<file path="config.mk">
export PLATFORM = sky130hd
export DESIGN_NAME = hazard_ctrl_flat
export DESIGN_NICKNAME = d
export VERILOG_FILES = /design/src/rtl/hazard_ctrl_if.sv /design/src/rtl/hazard_ctrl.sv /design/src/flat_wrapper.sv
export SDC_FILE = /design/constraint.sdc
export NUM_CORES = 1
export LEC_CHECK = 0
export CORE_UTILIZATION = 39
export CTS_CLUSTER_DIAMETER = 120
export DETAILED_ROUTE_END_ITERATION = 8
export HOLD_SLACK_MARGIN = 0.08
export PLACE_DENSITY = 0.71
export RECOVER_POWER = 50
export REMOVE_ABC_BUFFERS = 1
export SLEW_MARGIN = 5
export SYNTH_ARGS = -nofsm -noshare
export SYNTH_HDL_FRONTEND = slang
export SYNTH_SLANG_ARGS = --single-unit
</file>
<file path="constraint.sdc">
create_clock -name i_clk -period 2.6 [get_ports i_clk]
set_input_delay 0.26 -clock i_clk [delete_from_list [all_inputs] [get_ports i_clk]]
set_output_delay 0.26 -clock i_clk [all_outputs]
set_load 0.02 [all_outputs]
</file>
<file path="src/rtl/hazard_ctrl_if.sv">
// Bundle of pipeline-side signals seen by the hazard/forwarding controller.
// The pipeline datapath (master) supplies stage register fields and consumes
// stall, flush and forwarding controls. The controller is the slave.
interface hazard_ctrl_if;
    logic [4:0]  i_rs1_addr_D;
    logic [4:0]  i_rs2_addr_D;
    logic [4:0]  i_rs1_addr_E;
    logic [4:0]  i_rs2_addr_E;
    logic [4:0]  i_rd_addr_E;
    logic        i_rd_wren_E;
    logic [1:0]  i_wb_sel_E;
    logic        i_pc_sel_E;
    logic [4:0]  i_rd_addr_M;
    logic        i_rd_wren_M;
    logic [1:0]  i_wb_sel_M;
    logic [4:0]  i_rd_addr_W;
    logic        i_rd_wren_W;
    logic        o_stall_F;
    logic        o_stall_D;
    logic        o_flush_D;
    logic        o_flush_E;
    logic [1:0]  o_fwd_a_E;
    logic [1:0]  o_fwd_b_E;
    logic [31:0] o_stall_cnt;
    logic [31:0] o_flush_cnt;

    modport master (
        output i_rs1_addr_D, i_rs2_addr_D, i_rs1_addr_E, i_rs2_addr_E,
        output i_rd_addr_E, i_rd_wren_E, i_wb_sel_E, i_pc_sel_E,
        output i_rd_addr_M, i_rd_wren_M, i_wb_sel_M,
        output i_rd_addr_W, i_rd_wren_W,
        input  o_stall_F, o_stall_D, o_flush_D, o_flush_E,
        input  o_fwd_a_E, o_fwd_b_E, o_stall_cnt, o_flush_cnt
    );

    modport slave (
        input  i_rs1_addr_D, i_rs2_addr_D, i_rs1_addr_E, i_rs2_addr_E,
        input  i_rd_addr_E, i_rd_wren_E, i_wb_sel_E, i_pc_sel_E,
        input  i_rd_addr_M, i_rd_wren_M, i_wb_sel_M,
        input  i_rd_addr_W, i_rd_wren_W,
        output o_stall_F, o_stall_D, o_flush_D, o_flush_E,
        output o_fwd_a_E, o_fwd_b_E, o_stall_cnt, o_flush_cnt
    );
endinterface

</file>
<file path="src/rtl/hazard_ctrl.sv">
// Hazard and forwarding controller for a 5-stage RV32I pipeline (F/D/E/M/W).
// Generates F/D and D/E stall/flush controls, E-stage forwarding selects,
// holds load-use stalls for LD_LAT bubbles (legal range 1..7), and keeps
// saturating stall/flush event counters for debug.
module hazard_ctrl #(
    parameter int unsigned LD_LAT  = 1,
    parameter logic [1:0]  WB_LOAD = 2'b00,
    parameter logic [1:0]  WB_PC4  = 2'b10
) (
    input  logic         i_clk,
    input  logic         i_rst_n,
    hazard_ctrl_if.slave bus
);

    typedef enum logic {
        IDLE,
        LD_STALL
    } state_t;

    // Bubbles still owed once the first stall cycle has been spent in IDLE.
    localparam logic [2:0] LAT_M1 = 3'(LD_LAT - 1);

    state_t      state_q, state_d;
    logic [2:0]  bub_q, bub_d;
    logic        hz;
    logic        stall_f, stall_d, flush_d, flush_e;
    logic [1:0]  fwd_a, fwd_b;
    logic [31:0] stall_cnt_q;
    logic [31:0] flush_cnt_q;

    // M wins over W; x0 is never a forwarding source.
    function automatic logic [1:0] fwd_sel(
        input logic [4:0] src,
        input logic [4:0] rd_m,
        input logic       wren_m,
        input logic [1:0] wb_m,
        input logic [4:0] rd_w,
        input logic       wren_w
    );
        if (wren_m && rd_m != 5'd0 && rd_m == src)
            return (wb_m == WB_PC4) ? 2'b11 : 2'b10;
        if (wren_w && rd_w != 5'd0 && rd_w == src)
            return 2'b01;
        return 2'b00;
    endfunction

    // Operand-forwarding selects for the instruction currently in E.
    always_comb begin
        fwd_a = fwd_sel(bus.i_rs1_addr_E, bus.i_rd_addr_M, bus.i_rd_wren_M,
                        bus.i_wb_sel_M, bus.i_rd_addr_W, bus.i_rd_wren_W);
        fwd_b = fwd_sel(bus.i_rs2_addr_E, bus.i_rd_addr_M, bus.i_rd_wren_M,
                        bus.i_wb_sel_M, bus.i_rd_addr_W, bus.i_rd_wren_W);
    end

    // Load in E whose destination is read by the instruction in D.
    assign hz = bus.i_rd_wren_E && (bus.i_wb_sel_E == WB_LOAD) &&
                (bus.i_rd_addr_E != 5'd0) &&
                ((bus.i_rd_addr_E == bus.i_rs1_addr_D) ||
                 (bus.i_rd_addr_E == bus.i_rs2_addr_D));

    // Next-state and stall/flush decode; a redirect always overrides a stall.
    always_comb begin
        // NOTE: every output of this block gets a default first, so no path
        // leaves a variable unassigned and no latch is inferred.
        state_d = state_q;
        bub_d   = bub_q;
        stall_f = 1'b0;
        stall_d = 1'b0;
        flush_d = 1'b0;
        flush_e = 1'b0;
        unique case (state_q)
            IDLE: begin
                if (bus.i_pc_sel_E) begin
                    flush_d = 1'b1;
                    flush_e = 1'b1;
                end else if (hz) begin
                    stall_f = 1'b1;
                    stall_d = 1'b1;
                    flush_e = 1'b1;
                    if (LD_LAT > 1) begin
                        state_d = LD_STALL;
                        bub_d   = LAT_M1;
                    end
                end
            end
            LD_STALL: begin
                if (bus.i_pc_sel_E) begin
                    // E should hold a bubble here; flush anyway and recover.
                    flush_d = 1'b1;
                    flush_e = 1'b1;
                    state_d = IDLE;
                    bub_d   = 3'd0;
                end else begin
                    stall_f = 1'b1;
                    stall_d = 1'b1;
                    flush_e = 1'b1;
                    if (bub_q == 3'd1) begin
                        state_d = IDLE;
                        bub_d   = 3'd0;
                    end else begin
                        bub_d = bub_q - 3'd1;
                    end
                end
            end
            default: begin
                state_d = IDLE;
                bub_d   = 3'd0;
            end
        endcase
    end

    // FSM state and bubble counter; reset aborts any stall in progress.
    always_ff @(posedge i_clk or negedge i_rst_n) begin
        if (!i_rst_n) begin
            state_q <= IDLE;
            bub_q   <= 3'd0;
        end else begin
            // NOTE: sequential state uses non-blocking assignments so every
            // register samples pre-edge values regardless of block order.
            state_q <= state_d;
            bub_q   <= bub_d;
        end
    end

    // Saturating debug counters for stall cycles and redirect events.
    always_ff @(posedge i_clk or negedge i_rst_n) begin
        if (!i_rst_n) begin
            stall_cnt_q <= 32'd0;
            flush_cnt_q <= 32'd0;
        end else begin
            if (stall_d && stall_cnt_q != 32'hFFFF_FFFF)
                stall_cnt_q <= stall_cnt_q + 32'd1;
            if (bus.i_pc_sel_E && flush_cnt_q != 32'hFFFF_FFFF)
                flush_cnt_q <= flush_cnt_q + 32'd1;
        end
    end

    // Controls are forced low for as long as reset is held.
    assign bus.o_stall_F   = i_rst_n & stall_f;
    assign bus.o_stall_D   = i_rst_n & stall_d;
    assign bus.o_flush_D   = i_rst_n & flush_d;
    assign bus.o_flush_E   = i_rst_n & flush_e;
    assign bus.o_fwd_a_E   = i_rst_n ? fwd_a : 2'b00;
    assign bus.o_fwd_b_E   = i_rst_n ? fwd_b : 2'b00;
    assign bus.o_stall_cnt = stall_cnt_q;
    assign bus.o_flush_cnt = flush_cnt_q;

endmodule

</file>
<file path="src/flat_wrapper.sv">
// flat-port wrapper written by rule: the top's interface ports become plain ports
module hazard_ctrl_flat 
#(
    parameter int unsigned LD_LAT  = 1,
    parameter logic [1:0]  WB_LOAD = 2'b00,
    parameter logic [1:0]  WB_PC4  = 2'b10
)
  (i_clk, i_rst_n, bus_i_rs1_addr_D, bus_i_rs2_addr_D, bus_i_rs1_addr_E, bus_i_rs2_addr_E, bus_i_rd_addr_E, bus_i_rd_wren_E, bus_i_wb_sel_E, bus_i_pc_sel_E, bus_i_rd_addr_M, bus_i_rd_wren_M, bus_i_wb_sel_M, bus_i_rd_addr_W, bus_i_rd_wren_W, bus_o_stall_F, bus_o_stall_D, bus_o_flush_D, bus_o_flush_E, bus_o_fwd_a_E, bus_o_fwd_b_E, bus_o_stall_cnt, bus_o_flush_cnt);
  hazard_ctrl_if bus_i ();
  input  logic i_clk;
  input  logic i_rst_n;
  input wire logic [$bits(bus_i.i_rs1_addr_D)-1:0] bus_i_rs1_addr_D;
  input wire logic [$bits(bus_i.i_rs2_addr_D)-1:0] bus_i_rs2_addr_D;
  input wire logic [$bits(bus_i.i_rs1_addr_E)-1:0] bus_i_rs1_addr_E;
  input wire logic [$bits(bus_i.i_rs2_addr_E)-1:0] bus_i_rs2_addr_E;
  input wire logic [$bits(bus_i.i_rd_addr_E)-1:0] bus_i_rd_addr_E;
  input wire logic [$bits(bus_i.i_rd_wren_E)-1:0] bus_i_rd_wren_E;
  input wire logic [$bits(bus_i.i_wb_sel_E)-1:0] bus_i_wb_sel_E;
  input wire logic [$bits(bus_i.i_pc_sel_E)-1:0] bus_i_pc_sel_E;
  input wire logic [$bits(bus_i.i_rd_addr_M)-1:0] bus_i_rd_addr_M;
  input wire logic [$bits(bus_i.i_rd_wren_M)-1:0] bus_i_rd_wren_M;
  input wire logic [$bits(bus_i.i_wb_sel_M)-1:0] bus_i_wb_sel_M;
  input wire logic [$bits(bus_i.i_rd_addr_W)-1:0] bus_i_rd_addr_W;
  input wire logic [$bits(bus_i.i_rd_wren_W)-1:0] bus_i_rd_wren_W;
  output wire logic [$bits(bus_i.o_stall_F)-1:0] bus_o_stall_F;
  output wire logic [$bits(bus_i.o_stall_D)-1:0] bus_o_stall_D;
  output wire logic [$bits(bus_i.o_flush_D)-1:0] bus_o_flush_D;
  output wire logic [$bits(bus_i.o_flush_E)-1:0] bus_o_flush_E;
  output wire logic [$bits(bus_i.o_fwd_a_E)-1:0] bus_o_fwd_a_E;
  output wire logic [$bits(bus_i.o_fwd_b_E)-1:0] bus_o_fwd_b_E;
  output wire logic [$bits(bus_i.o_stall_cnt)-1:0] bus_o_stall_cnt;
  output wire logic [$bits(bus_i.o_flush_cnt)-1:0] bus_o_flush_cnt;
  assign bus_i.i_rs1_addr_D = bus_i_rs1_addr_D;
  assign bus_i.i_rs2_addr_D = bus_i_rs2_addr_D;
  assign bus_i.i_rs1_addr_E = bus_i_rs1_addr_E;
  assign bus_i.i_rs2_addr_E = bus_i_rs2_addr_E;
  assign bus_i.i_rd_addr_E = bus_i_rd_addr_E;
  assign bus_i.i_rd_wren_E = bus_i_rd_wren_E;
  assign bus_i.i_wb_sel_E = bus_i_wb_sel_E;
  assign bus_i.i_pc_sel_E = bus_i_pc_sel_E;
  assign bus_i.i_rd_addr_M = bus_i_rd_addr_M;
  assign bus_i.i_rd_wren_M = bus_i_rd_wren_M;
  assign bus_i.i_wb_sel_M = bus_i_wb_sel_M;
  assign bus_i.i_rd_addr_W = bus_i_rd_addr_W;
  assign bus_i.i_rd_wren_W = bus_i_rd_wren_W;
  assign bus_o_stall_F = bus_i.o_stall_F;
  assign bus_o_stall_D = bus_i.o_stall_D;
  assign bus_o_flush_D = bus_i.o_flush_D;
  assign bus_o_flush_E = bus_i.o_flush_E;
  assign bus_o_fwd_a_E = bus_i.o_fwd_a_E;
  assign bus_o_fwd_b_E = bus_i.o_fwd_b_E;
  assign bus_o_stall_cnt = bus_i.o_stall_cnt;
  assign bus_o_flush_cnt = bus_i.o_flush_cnt;
  hazard_ctrl #(.LD_LAT(LD_LAT), .WB_LOAD(WB_LOAD), .WB_PC4(WB_PC4)) u_core (.i_clk(i_clk), .i_rst_n(i_rst_n), .bus(bus_i));
endmodule
</file>
-- Yosys cells after proc, flatten, opt, wreduce, memory -nomap -nowiden
Cells that the tools add are included.
- word-level logic and storage cells: 66
- input port bits: 45
- flip-flop bits (word level): 68
- $add $sub $neg: 3
- reduce and logical (&&, ||, !) cells: 16
- bitwise operators: 4
- equality and inequality tests: 10
- muxes and demuxes: 29
- operator list (kind ; count):
    32-bit by 1-bit adder with 32-bit output (second input constant) ; 2
    32-bit inequality test (second input constant) ; 2
    5-bit == test ; 6
    2-bit two-way mux ; 10
    1-bit two-way mux ; 15
    5-bit nonzero test ; 3
    1-bit logical AND ; 11
    3-bit two-way mux ; 2
    1-bit one-hot mux with 2 select lines ; 2
    1-bit bitwise AND ; 3
    3-bit by 1-bit == test with 1-bit output (second input constant) ; 1
    3-bit by 1-bit subtractor with 3-bit output (second input constant) ; 1
    2-bit == test (second input constant) ; 1
    2-bit zero test ; 1
    1-bit logical OR ; 1
    1-bit inverter ; 1

-- Logic depth before layout (Yosys ltp)
- depth in word-level cells: 8
- gate-level depth with buffers: 7

-- Worst setup path after synthesis
Ideal clock, no wire load.
- kind: input port to output port
- start: input bus_i_rd_addr_M[1]
- end: output bus_o_fwd_a_E[0]
- slack: 0.459 ns
- required time: 2.340 ns
- stages on the path: 5
- arrival time: 1.881 ns
- path buffers: 0
- path through: or4_1 o21ai_2 nor4_1 or4_1 a21boi_1
- word-level cells in the longest chain between the ends: 6
- elaborated cells on any way between the ends: 7
- those cells by class: 1 x eq/ne; 3 x mux; 3 x reduce/logical
- RTL lines (item ; line ; RTL):
    from (decl) ; flat_wrapper.sv:20 ; input wire logic [$bits(bus_i.i_rd_addr_M)-1:0] bus_i_rd_addr_M;
    5-bit nonzero test ; hazard_ctrl.sv:40 ; if (wren_m && rd_m != 5'd0 && rd_m == src)
    1-bit logical AND ; hazard_ctrl.sv:40 ;
    1-bit logical AND (*) ; hazard_ctrl.sv:40 ;
    1-bit two-way mux (*) ; hazard_ctrl.sv:40 ;
    2-bit two-way mux (*) ; hazard_ctrl.sv:42 ; if (wren_w && rd_w != 5'd0 && rd_w == src)
    2-bit two-way mux (*) ; hazard_ctrl.sv:143 ; assign bus.o_fwd_a_E = i_rst_n ? fwd_a : 2'b00;
    to (decl) ; flat_wrapper.sv:29 ; output wire logic [$bits(bus_i.o_fwd_a_E)-1:0] bus_o_fwd_a_E;
Mark *: on every way between the ends. The rest lies on a longest branch, timed or not.

-- Worst setup path in the final report
- start: input bus_i_rd_addr_M[3]
- end: output bus_o_fwd_b_E[0]
- word-level cells in the longest chain between the ends: 6
- elaborated cells on any way between the ends: 7
- those cells by class: 1 x eq/ne; 3 x mux; 3 x reduce/logical
- RTL lines (item ; line ; RTL):
    5-bit nonzero test ; hazard_ctrl.sv:40 ;
    1-bit logical AND ; hazard_ctrl.sv:40 ;
    1-bit logical AND (*) ; hazard_ctrl.sv:40 ;
    1-bit two-way mux (*) ; hazard_ctrl.sv:40 ;
    2-bit two-way mux (*) ; hazard_ctrl.sv:42 ;
    2-bit two-way mux (*) ; hazard_ctrl.sv:144 ; assign bus.o_fwd_b_E = i_rst_n ? fwd_b : 2'b00;
    to (decl) ; flat_wrapper.sv:30 ; output wire logic [$bits(bus_i.o_fwd_b_E)-1:0] bus_o_fwd_b_E;
Marks and branches as above.

==> flow_metrics.env <==
export IMPL_status="complete, no violations"
export IMPL_clock_edge_transition_at_the_registers_on_the_reported_setup_and_hold_paths_ns=0.07
export IMPL_yosys_warnings=0
export IMPL_worstSetupStartpoint="bus_i_rd_addr_M[3]"
export IMPL_ff2ff_setup_slack_ns=0.42
export IMPL_r2r_start="u_core.bus.o_stall_cnt[0]"
export IMPL_placement_rows=36
export IMPL_largest_family_of_logic_cells_by_synthesized_area="simple AND/OR/NAND/NOR gates"
export IMPL_number_of_global_route_vias_before_repair=3592
export IMPL_drive_gt1_frac=0.114
export IMPL_cts_buffers_inserted=9
export IMPL_cts_htree_levels=3
export IMPL_post_synth_top_flop="sky130_fd_sc_hd__dfrtp_1"
export IMPL_synth_largest_type_area_fraction=0.432
export IMPL_io_buffers=116
export IMPL_routed_via_density=5.19
export IMPL_largest_cells_by_area_after_synthesis="sky130_fd_sc_hd__dfrtp_1 43%, sky130_fd_sc_hd__xnor2_1 13%, sky130_fd_sc_hd__xor2_1 7.3%"
export IMPL_clock_sinks=68
export IMPL_yosys_area_share_adder=0.0127
export IMPL_gr_total_overflow=0
export IMPL_synthDistinctLibCells=50
export IMPL_max_clock_path_buffers=2
export IMPL_fin_worst_skew_ns=0.00882
export IMPL_grt_total_usage=0.205
export IMPL_timing_max_slew_rel_slack=0.189
export IMPL_coreArea_sq_mm=0.00977
export IMPL_critPathBufInv=2
export IMPL_endpoint_of_the_lowest_slack_register_to_register_path="u_core.bus.o_stall_cnt[1]"
export IMPL_clock_fmax_mhz=395
export IMPL_worst_hold_margin_ns=0.479
export IMPL_total_design_power_mw=2.63
export IMPL_post_drt_wl_per_cell_um=15.0
export IMPL_cts_tree="built"
export IMPL_drv_cap=0
export IMPL_critical_path_endpoint="bus_o_fwd_b_E[0]"
export IMPL_critPathArrivalTime_ns=2.27
export IMPL_die_x_um=103
export IMPL_wire_length_of_the_first_global_routing_pass_mm=16.8
export IMPL_die_height_um=103
export IMPL_vdd_ir_drop_worst_mv=0.356
export IMPL_syn_cell_area_sq_mm=0.00394
export IMPL_crit_path_cell_trace="clkdlybuf4s50_1, or4_4, o21ai_4, nor4_2, or4_1, a21boi_1, buf_4"
export IMPL_insertion_delay_ns=0.35
export IMPL_route_detailed_drc=0
export IMPL_holdCritPathClass="register to register"
export IMPL_layout_worst_path_cycle_share=0.973
export IMPL_cts_root_buf="sky130_fd_sc_hd__clkbuf_8"
export IMPL_worst_setup_path_type="input pin to output port"
export IMPL_antenna_found_initial=0
export IMPL_finalHoldViolCount=0
export IMPL_yosysMostFrequentCell="sky130_fd_sc_hd__dfrtp_1"
export IMPL_start_util=0.403
export IMPL_detailed_place_hpwl_mm=7.59
export IMPL_final_max_slew_violation_count=0
export IMPL_min_period_ns=2.53
export IMPL_fraction_of_the_yosys_area_taken_by_sequential_cells=0.432
export IMPL_setup_worst_path_end_class="output port"
export IMPL_diodes=0
export IMPL_routed_via_count=3521
export IMPL_leakage_nw=2.52
export IMPL_synth_compound_gate_area_share=0.0387
export IMPL_post_synth_most_frequent_cells="68 x sky130_fd_sc_hd__dfrtp_1, 57 x sky130_fd_sc_hd__xnor2_1, 33 x sky130_fd_sc_hd__xor2_1"
export IMPL_fraction_of_the_mapped_netlist_area_in_simple_logic_gates=0.282
export IMPL_fillCellCount=892
export IMPL_slowest_delay_ns=0.52
export IMPL_post_synth_mux_area_share=0.0111
export IMPL_postCtsSetupRepairBufs=0
export IMPL_synth_avg_cell_area_sq_um=9.95
export IMPL_yosysTopAreaCell="sky130_fd_sc_hd__dfrtp_1"
export IMPL_num_io_pins=117
export IMPL_routabilityCongestion=0.782
export IMPL_detailed_router_s_first_iteration_violation_count=113
export IMPL_crit_start_category="input pin"
export IMPL_synth_async_reset_ratio=1.00
export IMPL_grt_max_degree=51
export IMPL_post_layout_nets=590
export IMPL_drt_pass1_iterations=4
export IMPL_critPathMaxFanout=2
export IMPL_worst_path_stages=7
export IMPL_worstPathRequired_ns=2.34
export IMPL_cpLargestDelayFamily="simple AND/OR/NAND/NOR gates"
export IMPL_reg2reg_depth=6
export IMPL_worst_slew_pin_slew_ns=1.22
export IMPL_detailed_route_wl_mm=10.2
export IMPL_tns_ns=0
export IMPL_crit_slowest_cell="sky130_fd_sc_hd__or4_1"
export IMPL_ys_seq_elements=68
export IMPL_synth_edff_count=0
export IMPL_synth_xor_xnor_area_share=0.200
export IMPL_synthCells=396
export IMPL_floorplan_die_area_sq_mm=0.0105
export IMPL_final_antenna_net_count=0
export IMPL_finalSetupViolCount=0
export IMPL_synthToLayoutAreaGrowth_pct=43.5
export IMPL_power_density_mw_per_mm2=464
## metrics by stage
step	instances	cell area [sq um]	utilization	worst slack, ns
floorplan	386	3890	-	0.438
global placement	662	5410	0.554	-0.376
detailed placement	662	5410	0.554	-0.382
CTS	679	5610	0.574	0.00292
global route	679	5650	0.578	-0.0194
finish	679	5650	0.578	0.0713
## flip-flops by register name (all words and copies together), names as in the netlist
signal and flops:
u_core.bus.o_flush_cnt 32, u_core.bus.o_stall_cnt 32, u_core.bub_q 3, u_core.state_q 1
## layout make-up
type,instances,area (sq um),share of cell area
repair buffers,144,1370,0.243
flip-flops and latches,68,1700,0.301
clock buffers,10,138,0.0243
clock inverters,6,63.8,0.0113
multi-input cells,307,2170,0.384
well taps,133,166,0.0294
inverters,11,41.3,0.00730
## power by group
group / switching [mW] / internal (mW) / leakage, nW
clock: 0.412 / 0.467 / 0.0983
sequential: 0.0847 / 1.12 / 0.915
combinational: 0.272 / 0.272 / 1.51
## worst reg2reg max path, delay by kind of cell, from the launching register on
family                   cells  cell delay, ns
adder cells (fa/ha/maj)      1            0.23
flip-flops                   1            0.42
multiplexers                 1            0.35
AND/OR/NAND/NOR              4            1.07
## cells in the final DEF, fill, tap and decap left out, drive strengths merged, types with 4 or more instances in the layout
| master | instances |
|---|---|
| and2 | 5 |
| and3 | 12 |
| and4 | 11 |
| buf | 28 |
| clkbuf | 12 |
| clkdlybuf4s50 | 74 |
| dfrtp | 68 |
| dlygate4sd3 | 33 |
| dlymetal6s2s | 6 |
| ha | 4 |
| inv | 11 |
| nand2 | 27 |
| nand3 | 28 |
| nand4 | 34 |
| nor2 | 20 |
| nor3 | 15 |
| nor3b | 5 |
| nor4 | 9 |
| o21ai | 8 |
| or4 | 8 |
| xnor2 | 57 |
| xor2 | 33 |
## cell families (layout without fill, tap and decap cells)
group,Yosys count,in the layout
AO/OA/AOI/OAI,22,22
adder cells (fa/ha/maj),4,4
AND/OR/NAND/NOR,187,187
multiplexers,4,4
XOR/XNOR,90,90
buffers and inverters,21,171
flip-flops,68,68
## repair_timing
| action | 4_1_cts | 5_1_grt |
|---|---|---|
| resized for setup | 9 | 12 |
| endpoints found under the hold margin | 18 | 0 |
| setup endpoints to repair | 3 | 6 |
| pin swaps | 0 | 4 |
| hold buffers | 1 | 0 |
## worst min path at each step
stage	slack (ns)	cells after the start	from	end
detailed placement	0.35	2	i_rst_n	u_core.bus.o_stall_cnt[11]
global route	0.49	1	u_core.bus.o_stall_cnt[26]	u_core.bus.o_stall_cnt[26]
floorplan	-0.04	0	i_rst_n	u_core.bub_q[0]
finish	0.48	1	u_core.bub_q[2]	u_core.bub_q[2]
global placement	0.35	2	i_rst_n	u_core.bus.o_stall_cnt[9]
CTS	0.48	1	u_core.bub_q[2]	u_core.bub_q[2]
## layer usage
layer	wire [um]	track usage	vias to the layer above
met5	0	0	-
met4	100	0.0571	0
met3	685	0.0617	8
met2	5060	0.344	106
met1	4310	0.255	1689
li1	-	-	1718
(Power assumes the default switching activity.)
